===== src/rtl/seg_scan_decoder.sv =====
// ============================================================================
// seg_scan_decoder
//
// Receive side of a multiplexed 7-segment bus. It watches the active-low
// anode select and the active-low segment lines and takes one sample per
// anode activation. Each sample is decoded back to a 4-bit value and passed
// through a per-digit glitch filter. The result is a set of stable per-digit
// values with blank, decimal-point and error flags, plus an update strobe.
//
// Ports
//   clk         in   1             system clock
//   reset       in   1             asynchronous, active-high reset
//   am          in   NUM_DIGITS    anode select, active-low
//   out         in   8             segments, active-low, [7]=a .. [1]=g, [0]=dp
//   digit_val   out  4*NUM_DIGITS  decoded value, digit i in [4i+3:4i]
//   digit_blank out  NUM_DIGITS    digit i shows no segments
//   digit_dp    out  NUM_DIGITS    decimal point of digit i lit
//   digit_err   out  NUM_DIGITS    digit i holds an undecodable pattern
//   anode_err   out  1             sticky: several anodes low after settling
//   upd         out  1             one-cycle pulse when any digit output changes
//
// Optional feature (macro SEG_TIMEOUT_EN): a digit that is not captured for
// TIMEOUT_CYCLES clocks is forced to blank, and upd pulses once.
// ============================================================================
module seg_scan_decoder #(
   parameter int NUM_DIGITS     = 4,
   parameter int SETTLE_CYCLES  = 8,
   parameter int STABLE_SCANS   = 2,
   parameter int TIMEOUT_CYCLES = 2**20
) (
   input  logic                    clk,
   input  logic                    reset,
   input  logic [NUM_DIGITS-1:0]   am,
   input  logic [7:0]              out,
   output logic [4*NUM_DIGITS-1:0] digit_val,
   output logic [NUM_DIGITS-1:0]   digit_blank,
   output logic [NUM_DIGITS-1:0]   digit_dp,
   output logic [NUM_DIGITS-1:0]   digit_err,
   output logic                    anode_err,
   output logic                    upd
);

   typedef enum logic [1:0] {WAIT_SEL, SETTLE, CAPTURE, HOLD} state_t;

   typedef struct packed {
      logic [3:0] val;
      logic       blank;
      logic       err;
      logic       dp;
   } sample_t;

   localparam int      IDX_W        = (NUM_DIGITS > 1) ? $clog2(NUM_DIGITS) : 1;
   localparam int      HOLD_W       = $clog2(SETTLE_CYCLES + 1);
   localparam int      MATCH_W      = $clog2(STABLE_SCANS + 1);
   localparam sample_t BLANK_SAMPLE = 7'b0000100;

   logic [NUM_DIGITS-1:0] amS1_q, amS2_q, amPrev_q;
   logic [7:0]            outS1_q, outS2_q;
   logic [HOLD_W-1:0]     holdCnt_q, holdCnt_d;
   state_t                state_q, state_d;
   logic [IDX_W-1:0]      idx_q, idx_d;
   logic                  anodeErr_q;
   logic                  upd_q, upd_d;
   sample_t               cand_q [NUM_DIGITS];
   sample_t               cand_d [NUM_DIGITS];
   sample_t               disp_q [NUM_DIGITS];
   sample_t               disp_d [NUM_DIGITS];
   logic [MATCH_W-1:0]    match_q [NUM_DIGITS];
   logic [MATCH_W-1:0]    match_d [NUM_DIGITS];

   logic                  amChanged, settled, singleLow, multiLow, captureEn;
   logic [2:0]            lowCount;
   logic [IDX_W-1:0]      lowIdx;
   logic [5:0]            decoded;
   sample_t               sample;
   logic [NUM_DIGITS-1:0] stale;

   function automatic logic [2:0] countLow(input logic [NUM_DIGITS-1:0] a);
      logic [2:0] n;
      n = '0;
      for (int i = 0; i < NUM_DIGITS; i++) n = n + {2'b00, ~a[i]};
      return n;
   endfunction

   function automatic logic [IDX_W-1:0] lowIndex(input logic [NUM_DIGITS-1:0] a);
      logic [IDX_W-1:0] idx;
      idx = '0;
      for (int i = 0; i < NUM_DIGITS; i++) if (!a[i]) idx = IDX_W'(i);
      return idx;
   endfunction

   // Returns {val[3:0], blank, err} for the active-low a..g pattern.
   function automatic logic [5:0] decodeSeg(input logic [6:0] seg);
      case (seg)
         7'b0000001: return {4'd0, 2'b00};
         7'b1001111: return {4'd1, 2'b00};
         7'b0010010: return {4'd2, 2'b00};
         7'b0000110: return {4'd3, 2'b00};
         7'b1001100: return {4'd4, 2'b00};
         7'b0100100: return {4'd5, 2'b00};
         7'b0100000: return {4'd6, 2'b00};
         7'b0001111: return {4'd7, 2'b00};
         7'b0000000: return {4'd8, 2'b00};
         7'b0000100: return {4'd9, 2'b00};
         7'b1111111: return {4'd0, 2'b10};
         default:    return {4'd0, 2'b01};
      endcase
   endfunction

   // Two-flop synchronizers for the bus, plus a copy of the previous synced
   // select so any change can be seen. Reset parks everything at "idle bus"
   // so a select held through reset still looks like a fresh activation.
   always_ff @(posedge clk or posedge reset) begin
      if (reset) begin
         amS1_q     <= '1;
         amS2_q     <= '1;
         amPrev_q   <= '1;
         outS1_q    <= '1;
         outS2_q    <= '1;
         holdCnt_q  <= '0;
         anodeErr_q <= 1'b0;
      end else begin
         amS1_q    <= am;
         amS2_q    <= amS1_q;
         amPrev_q  <= amS2_q;
         outS1_q   <= out;
         outS2_q   <= outS1_q;
         holdCnt_q <= holdCnt_d;
         if (settled && multiLow) anodeErr_q <= 1'b1;
      end
   end

   // Select analysis. holdCnt_d counts how many cycles the synced select
   // has held its value, including this one. It saturates at the settle
   // window. The multiple-low error is judged against the same window.
   always_comb begin
      amChanged = (amS2_q != amPrev_q);
      lowCount  = countLow(amS2_q);
      lowIdx    = lowIndex(amS2_q);
      singleLow = (lowCount == 3'd1);
      multiLow  = (lowCount > 3'd1);
      if (amChanged)                                 holdCnt_d = HOLD_W'(1);
      else if (holdCnt_q == HOLD_W'(SETTLE_CYCLES)) holdCnt_d = holdCnt_q;
      else                                           holdCnt_d = holdCnt_q + HOLD_W'(1);
      settled = (holdCnt_d >= HOLD_W'(SETTLE_CYCLES));
      decoded = decodeSeg(outS2_q[7:1]);
      sample  = {decoded, ~outS2_q[0]};
   end

   // Scan FSM state register and latched digit index.
   always_ff @(posedge clk or posedge reset) begin
      if (reset) begin
         state_q <= WAIT_SEL;
         idx_q   <= '0;
      end else begin
         state_q <= state_d;
         idx_q   <= idx_d;
      end
   end

   // Next-state logic. If the select moves during CAPTURE, the segment
   // sample no longer belongs to the latched digit, so the FSM starts over
   // instead of capturing.
   always_comb begin
      state_d = state_q;
      idx_d   = idx_q;
      case (state_q)
         WAIT_SEL: begin
            if (singleLow) begin
               state_d = SETTLE;
               idx_d   = lowIdx;
            end
         end
         SETTLE: begin
            if (amChanged) begin
               if (singleLow) idx_d   = lowIdx;
               else           state_d = WAIT_SEL;
            end else if (settled) begin
               state_d = CAPTURE;
            end
         end
         CAPTURE: state_d = amChanged ? WAIT_SEL : HOLD;
         HOLD:    if (amChanged) state_d = WAIT_SEL;
         default: state_d = WAIT_SEL;
      endcase
   end

   // FSM outputs: a single capture strobe for the latched digit.
   always_comb begin
      captureEn = (state_q == CAPTURE) && !amChanged;
   end

`ifdef SEG_TIMEOUT_EN
   localparam int TO_W = $clog2(TIMEOUT_CYCLES + 1);

   logic [TO_W-1:0] refresh_q [NUM_DIGITS];
   logic [TO_W-1:0] refresh_d [NUM_DIGITS];

   // Per-digit refresh counters. A digit goes stale exactly once, on the
   // cycle its counter reaches the limit. The counter then saturates, so
   // the digit does not pulse again while it stays unrefreshed.
   always_comb begin
      for (int d = 0; d < NUM_DIGITS; d++) begin
         if (captureEn && idx_q == IDX_W'(d)) begin
            refresh_d[d] = '0;
            stale[d]     = 1'b0;
         end else begin
            stale[d]     = (refresh_q[d] == TO_W'(TIMEOUT_CYCLES - 1));
            refresh_d[d] = (refresh_q[d] == TO_W'(TIMEOUT_CYCLES)) ? refresh_q[d]
                                                                    : refresh_q[d] + TO_W'(1);
         end
      end
   end

   always_ff @(posedge clk or posedge reset) begin
      if (reset) begin
         for (int d = 0; d < NUM_DIGITS; d++) refresh_q[d] <= '0;
      end else begin
         for (int d = 0; d < NUM_DIGITS; d++) refresh_q[d] <= refresh_d[d];
      end
   end
`else
   assign stale = '0;
`endif

   // Glitch filter. A capture either extends the candidate's match run or
   // restarts it with the new sample. The displayed value follows the
   // candidate only once the run is long enough and the value actually
   // differs, so upd marks real changes only.
   always_comb begin
      upd_d = 1'b0;
      for (int d = 0; d < NUM_DIGITS; d++) begin
         cand_d[d]  = cand_q[d];
         match_d[d] = match_q[d];
         disp_d[d]  = disp_q[d];
         if (captureEn && idx_q == IDX_W'(d)) begin
            if (sample == cand_q[d]) begin
               if (match_q[d] != MATCH_W'(STABLE_SCANS)) match_d[d] = match_q[d] + MATCH_W'(1);
            end else begin
               cand_d[d]  = sample;
               match_d[d] = MATCH_W'(1);
            end
            if (match_d[d] >= MATCH_W'(STABLE_SCANS) && cand_d[d] != disp_q[d]) begin
               disp_d[d] = cand_d[d];
               upd_d     = 1'b1;
            end
         end else if (stale[d] && disp_q[d] != BLANK_SAMPLE) begin
            disp_d[d] = BLANK_SAMPLE;
            upd_d     = 1'b1;
         end
      end
   end

   // Filter and display registers.
   always_ff @(posedge clk or posedge reset) begin
      if (reset) begin
         for (int d = 0; d < NUM_DIGITS; d++) begin
            cand_q[d]  <= BLANK_SAMPLE;
            match_q[d] <= '0;
            disp_q[d]  <= BLANK_SAMPLE;
         end
         upd_q <= 1'b0;
      end else begin
         for (int d = 0; d < NUM_DIGITS; d++) begin
            cand_q[d]  <= cand_d[d];
            match_q[d] <= match_d[d];
            disp_q[d]  <= disp_d[d];
         end
         upd_q <= upd_d;
      end
   end

   for (genvar g = 0; g < NUM_DIGITS; g++) begin : gDigitOut
      assign digit_val[4*g +: 4] = disp_q[g].val;
      assign digit_blank[g]      = disp_q[g].blank;
      assign digit_err[g]        = disp_q[g].err;
      assign digit_dp[g]         = disp_q[g].dp;
   end

   assign anode_err = anodeErr_q;
   assign upd       = upd_q;

endmodule


===== config.mk =====
export PLATFORM = sky130hd
export DESIGN_NAME = seg_scan_decoder
export DESIGN_NICKNAME = d
export VERILOG_FILES = /design/src/rtl/seg_scan_decoder.sv
export SDC_FILE = /design/constraint.sdc
export NUM_CORES = 1
export LEC_CHECK = 0
export BUFFER_PORTS_ARGS = -buffer_cell sky130_fd_sc_hd__buf_2
export CORE_MARGIN = 4
export CORE_UTILIZATION = 54
export CTS_CLUSTER_SIZE = 40
export DETAILED_ROUTE_END_ITERATION = 16
export PLACE_DENSITY_LB_ADDON = 0.25
export REMOVE_ABC_BUFFERS = 1
export SLEW_MARGIN = 20
export SYNTH_ARGS = -nofsm -noshare
export SYNTH_HDL_FRONTEND = slang
export SYNTH_SLANG_ARGS = --single-unit
export TNS_END_PERCENT = 20

===== constraint.sdc =====
create_clock -name clk -period 3.25 [get_ports clk]
set_input_delay 0.65 -clock clk [delete_from_list [all_inputs] [get_ports clk]]
set_output_delay 0.65 -clock clk [all_outputs]
set_load 0.01 [all_outputs]

# ---- Yosys cells after proc, flatten, opt, wreduce, memory -nomap -nowiden
# Cells that the tools add are included.
dict set report classes {
  add_sub_neg 8
  magnitude_cmp 6
  eq_ne 36
  mux 44
  n_bitwise 5
  reduce_logical 21
}
# operator n
set ops {}
lappend ops {{6-bit case mux with 11 select lines} 1}
lappend ops {{7-bit two-way mux} 8}
lappend ops {{2-bit two-way mux} 22}
lappend ops {{7-bit equality test} 4}
lappend ops {{7-bit != test} 4}
lappend ops {{7-bit equality test, second input constant} 3}
lappend ops {{7-bit by 3-bit equality test with 1-bit output, second input constant} 2}
lappend ops {{7-bit by 6-bit equality test with 1-bit output, second input constant} 2}
lappend ops {{2-bit != test, second input constant} 7}
lappend ops {{1-bit logical AND} 10}
lappend ops {{2-bit AND reduction} 5}
lappend ops {{1-bit two-way mux} 9}
lappend ops {{2-bit by 1-bit adder with 2-bit output, second input constant} 4}
lappend ops {{2-bit equality test, second input constant} 4}
lappend ops {{2-bit >= comparator, second input constant} 4}
lappend ops {{4-bit two-way mux} 2}
lappend ops {{2-bit case mux with 4 select lines} 1}
lappend ops {{7-bit by 1-bit equality test with 1-bit output, second input constant} 1}
lappend ops {{7-bit by 4-bit equality test with 1-bit output, second input constant} 1}
lappend ops {{7-bit by 5-bit equality test with 1-bit output, second input constant} 1}
lappend ops {{7-bit zero test} 1}
lappend ops {{3-bit != test, second input constant} 2}
lappend ops {{1-bit inverter} 5}
lappend ops {{4-bit by 1-bit adder with 4-bit output, second input constant} 1}
lappend ops {{other kinds (14)} 16}
dict set report totals {
  register_bits 102
  input_bits 14
  wordCells 166
}

# ---- Logic depth before layout (Yosys ltp)
dict set report logic_depth {
  word_depth 15
  ltp_mapped 10
  depth_no_buf 10
}

# ---- Least setup slack after synthesis
# No wires, ideal clock.
dict set report synth_path {
  path_kind {reg-to-reg}
  startpoint {reg outS2_q[1]}
  endpoint {reg disp_q (netlist bit digit_err[1])}
  setup_time_ns 0.125
  arrival_ns 2.655
  t_required_ns 3.125
  slack_ns 0.470
  stages_incl_launch_ff 11
  synth_period_minus_slack_ns 2.780
  cell_sequence {dfstp_2 buf_4 and4_1 nand3_1 and3_1 buf_2 or4_4 a311oi_4 and3_1 buf_6 mux2_4}
}
dict set report synth_via {
  elab_chain_cells 8
  elab_cells_between_ends 21
}
# element line
set synth_lines {}
lappend synth_lines {{start: declaration} 58} ;# logic [7:0] outS1_q, outS2_q;
lappend synth_lines {{start signal: assignment} 127} ;# outS2_q <= outS1_q;
lappend synth_lines {{7-bit equality test, or another cell as far along} 94} ;# case (seg)
lappend synth_lines {{6-bit case mux with 11 select lines (*)} 94}
lappend synth_lines {{7-bit equality test} 237} ;# if (sample == cand_q[d]) begin
lappend synth_lines {{2-bit two-way mux or 7-bit two-way mux (tied branches)} 237}
lappend synth_lines {{2-bit two-way mux or 7-bit two-way mux (tied branches)} 236} ;# if (captureEn && idx_q == IDX_W'(d)) begin
lappend synth_lines {{2-bit >= comparator or 7-bit != test (tied branches)} 243} ;# if (match_d[d] >= MATCH_W'(STABLE_SCANS) && cand_d[d] != disp_q[d]) begin
lappend synth_lines {{1-bit logical AND} 243}
lappend synth_lines {{2-bit AND reduction (no line)} -}
lappend synth_lines {{end signal: indexed assignment} 267} ;# disp_q[d] <= disp_d[d];
lappend synth_lines {{end: declaration} 66} ;# sample_t disp_q [NUM_DIGITS];
# Mark *: on every way between the ends. The rest lies on a longest branch, timed or not. The select of a mux whose other input is x is not followed.
# A chain may end at the register's enable or synchronous reset.

# ---- Worst setup path in the final report
dict set report layout_path {
  startpoint {reg outS2_q[4]}
  endpoint {reg disp_q (netlist bit digit_val[7])}
}
# Same word-level chain as after synthesis.

==> impl_metrics.csv <==
group,metric,value,unit
finish,final_cell_mix,"66 x dfrtp_1, 43 x buf_2, 42 x nand2_1",
routing,postRouteAntennaNets,0,
routing,vias,3405,
sta,relSlewSlack,0.446,
die,start_util,0.564,
setup_path,end_kind,"flip-flop",
global_routing,grt_max_degree,56,
finish,diodes,0,
clock_tree,clk_pin_slew,0.09,ns
clock_tree,clockRootBuffer,"clkbuf_8",
sta,post-route-period-util,0.915,
clock_tree,max-clock-path-buffers,2,
synth,synth_edf_count,0,
routing,drc,0,
power_and_ir_drop,power_density,407,mW/mm^2
routing,drt-wirelength-per-cell,15.8,microns
clock_tree,cts_resized,0,
setup_path,worst-setup-path-type,"reg2reg",
setup_path,crit_arrival,3.21,ns
synth,yosysSeqAreaShare,0.518,
synth,yosysTopAreaCell,"dfrtp_1",
global_routing,antenna_found_initial,0,
finish,final_common_cell,"dfrtp_1",
finish,design_area,0.00560,sq mm
sta,period_needed,2.98,ns
synth,async_reset_ff_frac,1.00,
global_routing,overflow,0,
finish,area_growth,11.6,%
sta,finalMaxSlewViolations,0,
routing,drt-total-wl,9.74,mm
placement,port_buffers,43,
setup_path,cp.required,3.49,ns
synth,ys_types,62,
routing,via_per_inst,5.54,
synth,ys.flop_type,"dfrtp_1",
synth,synthTopCellsByArea,"dfrtp_1 33%, dfstp_2 19%, xnor2_1 6.6%",
global_routing,grtUsageTotal,0.188,
die,pin_count,44,
synth,synth_area_per_cell,11.2,sq um
clock_tree,clock_latency,0.35,ns
sta,rsz0062_at_grt,"false",
clock_tree,cts_sinks,102,
die,row_count,34,
clock_tree,cts_tree,"done",
finish,drive_above_1_share,0.290,
clock_tree,cts_setup_buffers,0,
setup_path,r2r_slack,0.27,ns
synth,synth_top_area_frac,0.329,
die,dieWidth,104,microns
die,die_h,104,microns
placement,routabilityCongestion,0.849,
sta,final-hold-violation-count,0,
die,fp.coreArea,0.00889,sq mm
setup_path,crit_path_max_fanout,9,
sta,fmax,0.336,GHz
sta,tightest_slew,0.824,ns
power_and_ir_drop,ir_drop,0.360,mV
synth,synthCells,449,
die,fp.dieArea,0.0109,sq mm
hold_path,hp-class,"in2async",
global_routing,grt_pass1_vias,3450,
placement,place_hpwl,7.16,mm
global_routing,grt_pass1_wl,16.6,mm
synth,synth_warnings,0,
setup_path,worst_setup_path_start_kind,"flip-flop",
routing,dr.pass1.iters,4,
sta,finClkSkew,0.0116,ns
synth,syn_area,0.00502,sq mm
sta,holdWs,0.356,ns
placement,post_dp_cell_area,0.00541,sq mm
sta,setup_violations,0,
clock_tree,htreeDepth,3,
clock_tree,holdBufCountCts,0,
outcome,status,"complete, no violations",
routing,drt_iter0_drc,96,
run,cap_violations,0,
synth,synth_seq_cells,102,
finish,nets,527,
power_and_ir_drop,leakage,2.56,nW
clock_tree,cts_buffers,9,
[area by class of cell]
class | instances | area, sq um
fillers | 737 | 3290
multi-input cells | 300 | 2200
clock inverters | 5 | 60.1
repair buffers | 62 | 370
inverters | 27 | 104
flip-flops and latches | 102 | 2600
clock buffers | 11 | 131
well taps | 108 | 135
[logic make-up (layout without fill, tap and decap cells)]
| kind of cell | Yosys count | count (layout) | share of synthesized area |
|---|---|---|---|
| AOI/OAI and AO/OA | 71 | 71 | 0.105 |
| and+or+nand+nor | 138 | 138 | 0.150 |
| muxes | 26 | 26 | 0.0606 |
| xor gates and xnor gates | 54 | 54 | 0.0943 |
| buffers and inverters | 47 | 105 | 0.0434 |
| DFF | 102 | 102 | 0.518 |
| adders and majority gates | 11 | 11 | 0.0289 |
[through the flow]
stage                     utilization  total power [mW]  TNS (ns)  setup slack, ns  cells
after global placement          0.608              1.52         0            0.379    599
after detailed placement        0.608              1.53         0            0.307    599
after floorplan                     -              1.47     -1.05          -0.0159    429
final                           0.630              2.28         0            0.275    615
after global routing            0.630              2.38         0            0.119    615
after CTS                       0.630              2.30         0            0.290    615
[layer usage]
metal,part of all wire,GRT usage,vias up
li1,-,-,1662
met1,0.46,0.250,1658
met2,0.48,0.313,69
met3,0.036,0.0304,16
met4,0.018,0.0646,0
met5,0,0,-
[worst max-delay path, stage by stage, from the launching register on]
cell and delay [ns]:
dfstp_2 0.65, and4_1 0.31, nand3_1 0.12, and3_1 0.24, or4_4 0.44, a311oi_4 0.31
and3_1 0.45, mux2_4 0.33
[power breakdown]
group / internal (mW) / total [mW] / switching (mW)
logic: 0.0581 / 0.149 / 0.0910
clock network: 0.357 / 0.772 / 0.415
registers: 1.31 / 1.36 / 0.0417
[state kept, by name, summed over array words and instances (netlist names)]
| register | cells |
|---|---|
| cand_q | 28 |
| digit_val | 16 |
| match_q | 8 |
| outS1_q | 8 |
| outS2_q | 8 |
| amPrev_q | 4 |
| amS1_q | 4 |
| amS2_q | 4 |
| digit_blank | 4 |
| digit_dp | 4 |
| digit_err | 4 |
| holdCnt_q | 4 |
| idx_q | 2 |
| state_q | 2 |
| anode_err | 1 |
| upd | 1 |
[cells in the mapped netlist, types with 2 or more instances]
master	n
a2111oi_0	2
a21o_1	4
a21oi_1	12
a22oi_1	2
a31oi_1	3
a41oi_1	2
and3_1	3
and3b_1	2
buf_2	6
buf_4	3
buf_6	3
clkbuf_1	7
dfrtp_1	66
dfstp_2	36
ha_1	10
inv_1	27
mux2_1	3
mux2_2	12
mux2_4	5
mux2i_1	6
nand2_1	42
nand2b_1	3
nand3_1	14
nand3b_1	3
nand4_1	6
nand4b_1	4
nor2_1	24
nor3_1	8
nor3_2	2
nor3b_1	2
nor4_1	8
nor4b_1	3
o2111ai_1	2
o211ai_1	2
o21ai_0	29
o21ai_2	2
or3_1	2
or4_1	3
xnor2_1	38
xor2_1	16
[worst paths after layout]
kind	end	cells after the start	start
worst max-delay path	digit_val[7]$_DFFE_PP0P_	7	outS2_q[4]$_DFF_PP1_
min in group clk	amS2_q[1]$_DFF_PP1_	0	amS1_q[1]$_DFF_PP1_
worst max register to register	digit_val[7]$_DFFE_PP0P_	7	outS2_q[4]$_DFF_PP1_
worst min register to register	amS2_q[1]$_DFF_PP1_	0	amS1_q[1]$_DFF_PP1_
max in group asynchronous	digit_blank[2]$_DFFE_PP1P_	3	reset
worst min-delay path	holdCnt_q[0]$_DFF_PP0_	2	reset
(Power assumes the default switching activity.)
